## src/rtl/mux_4to1_arbiter.sv

```systemverilog
// rtl/mux_4to1_arbiter.sv - round-robin (or fixed-priority under MUX_ARB_FIXED_PRIO_EN) arbiter for the 4:1 ALU operand mux
module mux_4to1_arbiter #(
    parameter int WIDTH = 32
) (
    input  logic             clk,
    input  logic             rst,
    input  logic [3:0]       req,
    input  logic [WIDTH-1:0] A,
    input  logic [WIDTH-1:0] B,
    input  logic [WIDTH-1:0] C,
    input  logic [WIDTH-1:0] D,
    input  logic             ready,
    output logic [1:0]       S,
    output logic [WIDTH-1:0] Z,
    output logic             valid,
    output logic [3:0]       gnt
);

    typedef enum logic {
        IDLE,
        HOLD
    } state_t;

    state_t           state;
    state_t           state_next;
    logic [1:0]       s_next;
    logic [WIDTH-1:0] z_next;
    logic [1:0]       winner;
    logic [WIDTH-1:0] win_word;

`ifndef MUX_ARB_FIXED_PRIO_EN
    logic [1:0]       last;
    logic [1:0]       last_next;
    logic [1:0]       idx;
`endif

    // Winner selection: lowest set bit, or first set bit scanning up from last+1
    always_comb begin
        winner = 2'd0;
`ifdef MUX_ARB_FIXED_PRIO_EN
        for (int i = 3; i >= 0; i--) begin
            if (req[i]) winner = 2'(i);
        end
`else
        // Scan from lowest to highest priority so the highest-priority hit is written last;
        // i == 4 lands on last itself, the lowest-priority slot.
        idx = 2'd0;
        for (int i = 4; i >= 1; i--) begin
            idx = last + 2'(i);
            if (req[idx]) winner = idx;
        end
`endif
    end

    // Operand mux driven by the arbitration result
    always_comb begin
        case (winner)
            2'd0:    win_word = A;
            2'd1:    win_word = B;
            2'd2:    win_word = C;
            default: win_word = D;
        endcase
    end

    // Next-state logic: capture on arbitration, release on accepted handshake
    always_comb begin
        state_next = state;
        s_next     = S;
        z_next     = Z;
`ifndef MUX_ARB_FIXED_PRIO_EN
        last_next  = last;
`endif
        case (state)
            IDLE: begin
                if (|req) begin
                    state_next = HOLD;
                    s_next     = winner;
                    z_next     = win_word;
                end
            end
            HOLD: begin
                if (ready) begin
                    state_next = IDLE;
`ifndef MUX_ARB_FIXED_PRIO_EN
                    last_next  = S;
`endif
                end
            end
            default: state_next = IDLE;
        endcase
    end

    // State and output registers; reset clears them without waiting for a clock
    always_ff @(posedge clk or posedge rst) begin
        if (rst) begin
            state <= IDLE;
            S     <= 2'b00;
            Z     <= '0;
`ifndef MUX_ARB_FIXED_PRIO_EN
            last  <= 2'b11;
`endif
        end else begin
            state <= state_next;
            S     <= s_next;
            Z     <= z_next;
`ifndef MUX_ARB_FIXED_PRIO_EN
            last  <= last_next;
`endif
        end
    end

    assign valid = (state == HOLD);

    // Completion strobe to the held winner; follows valid so it drops with reset
    always_comb begin
        gnt = 4'b0000;
        if (valid && ready) gnt[S] = 1'b1;
    end

endmodule

```

## config.mk

```make
export PLATFORM = sky130hd
export DESIGN_NAME = mux_4to1_arbiter
export DESIGN_NICKNAME = d
export VERILOG_FILES = /design/src/rtl/mux_4to1_arbiter.sv
export SDC_FILE = /design/constraint.sdc
export NUM_CORES = 1
export LEC_CHECK = 0
export ABC_CLOCK_PERIOD_IN_PS = 2250
export BUFFER_PORTS_ARGS = -buffer_cell sky130_fd_sc_hd__buf_2
export CORE_ASPECT_RATIO = 1.25
export CORE_MARGIN = 2
export CORE_UTILIZATION = 41
export CTS_CLUSTER_DIAMETER = 30
export CTS_CLUSTER_SIZE = 40
export DETAILED_ROUTE_END_ITERATION = 16
export PLACE_DENSITY = 0.89
export SYNTH_ARGS = -nofsm -noshare
export SYNTH_HDL_FRONTEND = slang
export SYNTH_SLANG_ARGS = --single-unit
```

## constraint.sdc

```tcl
create_clock -name clk -period 2.25 [get_ports clk]
set_clock_uncertainty 0.1 [all_clocks]
set_input_delay 0.3375 -clock clk [delete_from_list [all_inputs] [get_ports clk]]
set_output_delay 0.3375 -clock clk [all_outputs]
set_load 0.005 [all_outputs]
```

==> flow_metrics.tcl <==
set metrics [dict create \
    status "completed" \
    r2r_end "Z[3]$_DFFE_PP0P_" \
    cp.required_ns 2.30 \
    cts_tree "yes" \
    pwr-share-comb_pct 44.2 \
    cts.clk_slew.worst_paths_ns 0.08 \
    die_w_microns 71.2 \
    cts_root_buf "clkbuf_8" \
    yosysWarningCount 0 \
    worst_path_max_delay_cell "dfstp_2" \
    relSlewSlack_pct 67.6 \
    wl_mm 6.70 \
    grt_overflow 0 \
    cp_num_buf_inv 1 \
    track_usage_pct 21.7 \
    switchingPower_mw 0.911 \
    clock_path_buffers 2 \
    drc_errors 0 \
    path_delay_family "flip-flops" \
    cts_hold_buf 0 \
    crit_path_end_kind "flip-flop" \
    synthTopCellsByArea "dfrtp_1, mux2i_1, o221ai_1" \
    ctsResizeCount 0 \
    dp_hpwl_mm 5.34 \
    ys_ff_latch 37 \
    worstSetupPathType "flip-flop to flip-flop" \
    antenna_found_initial 0 \
    cts_setup_buffers 0 \
    numCtsBuffers 5 \
    grt_pass1_vias 2345 \
    postRouteAntennaNets 0 \
    clk_latency_ns 0.28 \
    insertedDiodeCount 0 \
    fin_crit_ns 1.98 \
    clock_sinks 37 \
    start_util_pct 42.5 \
    place.gp.congestion 0.834 \
    nets 524 \
    stdcell_area_sq_mm 0.00329 \
    cp_max_fo 33 \
    drt_iter0_drc 93 \
    grt_max_degree 38 \
    synth_top_area_share_pct 37.9 \
    ff2ff_path_depth 6 \
    grt_first_pass_wirelength_mm 10.7 \
    fp.coreArea_sq_mm 0.00544 \
    fmax_mhz 506 \
    pwr-share-seq_pct 38.9 \
    synth_area_leader_cell "dfrtp_1" \
    power.share.switching_pct 34.8 \
    cp_slowest_stage_delay_ns 0.58 \
    num_vias 2356 \
    tightest_slew_ns 0.486 \
    power.total_mw 2.62 \
    finalMaxSlewViolations 0 \
    htreeDepth 2 \
    clockPowerShare_pct 16.9 \
    numPortBuffers 173 \
    ys_seq_area_share_pct 40.2 \
    drt_pass1_iterations 4 \
    setup_tns_ns 0 \
    crit_arrival_ns 2.02 \
    viasPerCell 5.19 \
    rsz0062_at_grt "false" \
    cp_cell_sequence "nand2b_1 -> a21oi_1 -> o221ai_4 -> buf_12 -> mux2i_1 -> o221ai_1" \
    rr_startpoint "last[1]$_DFFE_PP1P_" \
    dpl_cell_area_sq_mm 0.00320 \
    hold_violations 0 \
    power_density_mw_per_mm2 797 \
    period_share_pct 87.8 \
    syn_area_per_cell_sq_um 10.7 \
    area_delta_synth_final_pct 42.2 \
    setup_viol 0 \
    netlist_instances 217 \
    fillers 467 \
    intPower_mw 1.71 \
    drive_gt1_share_pct 49.2 \
    placed_cells 446 \
    finalNonFillerCells 454 \
    wl_per_cell_microns 14.7 \
    row_count 30 \
    rrSetupSlack_ns 0.27 \
    maxCapViolations 0 \
    syn_nets 352 \
    multiInputGateArea_sq_mm 0.00123 \
    irDropWorstVdd_mv 0.427 \
    dieArea_sq_mm 0.00626 \
    hold_path.class "primary input to asynchronous set/reset pin" \
    syn_area_sq_mm 0.00231 \
    die_h_microns 88.0 \
    synth.distinct_cells 22 \
    power_leakage_nw 1.90 \
    seq_area_sq_um 928 \
    cp-start-kind "flip-flop" \
    io_pins 174 \
]
==> placed cells by master, fill, tap and decap left out, drive strengths merged <==
master	count
a21oi	3
a31oi	1
and2b	1
buf	182
clkbuf	6
clkinv	2
dfrtp	35
dfstp	2
inv	3
mux2i	66
nand2	41
nand2b	4
nand3	2
nor2	5
nor3	1
nor4	1
o21ai	1
o221ai	33
or2	1
==> flip-flops by register name, indices dropped and copies added, names as in the netlist <==
| register | flops |
|---|---|
| Z | 32 |
| valid | 1 |
| last | 2 |
| S | 2 |
==> metrics by stage <==
stage | hold slack, ns | utilization [%] | setup slack [ns]
after global routing | 0.116 | 60.4 | 0.194
after global placement | 0.364 | 58.9 | 0.377
after floorplan | 0.331 | - | 0.463
after CTS | 0.0719 | 60.4 | 0.271
after detailed placement | 0.372 | 58.9 | 0.278
final | 0.0588 | 60.4 | 0.275
==> cell families after synthesis <==
logic type | count (synthesis) | share of synthesized area, %
AO/OA/AOI/OAI | 38 | 13.9
buffers and inverters | 20 | 7.31
AND/OR/NAND/NOR | 56 | 10.1
flip-flops | 37 | 40.2
multiplexers | 66 | 28.6
==> cells in the mapped netlist, drive strengths merged <==
master,instances
dfstp,2
nor4,1
dfrtp,35
nor2,5
clkbuf,5
nor3,1
o221ai,33
mux2i,66
inv,3
nand2,41
buf,12
a21oi,3
o21ai,1
and2b,1
or2,1
nand3,2
a31oi,1
nand2b,4
==> power groups by stage <==
stage / Combinational [mW] / Sequential (mW) / Clock, mW
after detailed placement: 1.18 / 1.03 / 0
final: 1.16 / 1.02 / 0.444
after CTS: 1.18 / 1.02 / 0.462
after global routing: 1.28 / 1.05 / 0.492
after global placement: 1.13 / 1.02 / 0
after floorplan: 0.741 / 1.04 / 0
==> metal layers <==
layer  wire (microns)  track usage [%]
met5                0                0
met3              420             4.37
met2             3720             41.2
met4               63             6.86
met1             2500             24.1
==> worst max-delay path by stage <==
stage | from | to | cells after the start
2_1_floorplan | last[1]$_DFFE_PP1P_ | Z[10]$_DFFE_PP0P_ | 7
3_3_place_gp | last[1]$_DFFE_PP1P_ | Z[23]$_DFFE_PP0P_ | 6
3_5_place_dp | last[1]$_DFFE_PP1P_ | Z[3]$_DFFE_PP0P_ | 6
4_1_cts | last[1]$_DFFE_PP1P_ | Z[2]$_DFFE_PP0P_ | 6
5_1_grt | last[1]$_DFFE_PP1P_ | Z[3]$_DFFE_PP0P_ | 6
6_report | last[1]$_DFFE_PP1P_ | Z[3]$_DFFE_PP0P_ | 6
==> worst reg2reg max path: cells and delay by family (launching register included) <==
family / cells / cell delay [ns]
DFF: 1 / 0.58
AOI/OAI and AO/OA: 3 / 0.49
muxes: 1 / 0.28
buffers and inverters: 1 / 0.27
and+or+nand+nor: 1 / 0.12
==> cell type report <==
type,count,share of cell area [%]
well taps,64,2.44
inverters,3,0.343
clock buffers,6,2.21
repair buffers,182,29.2
multi-input cells,160,37.3
flip-flops and latches,37,28.2
clock inverters,2,0.305
Note: power is estimated with default switching activity, not from simulation.
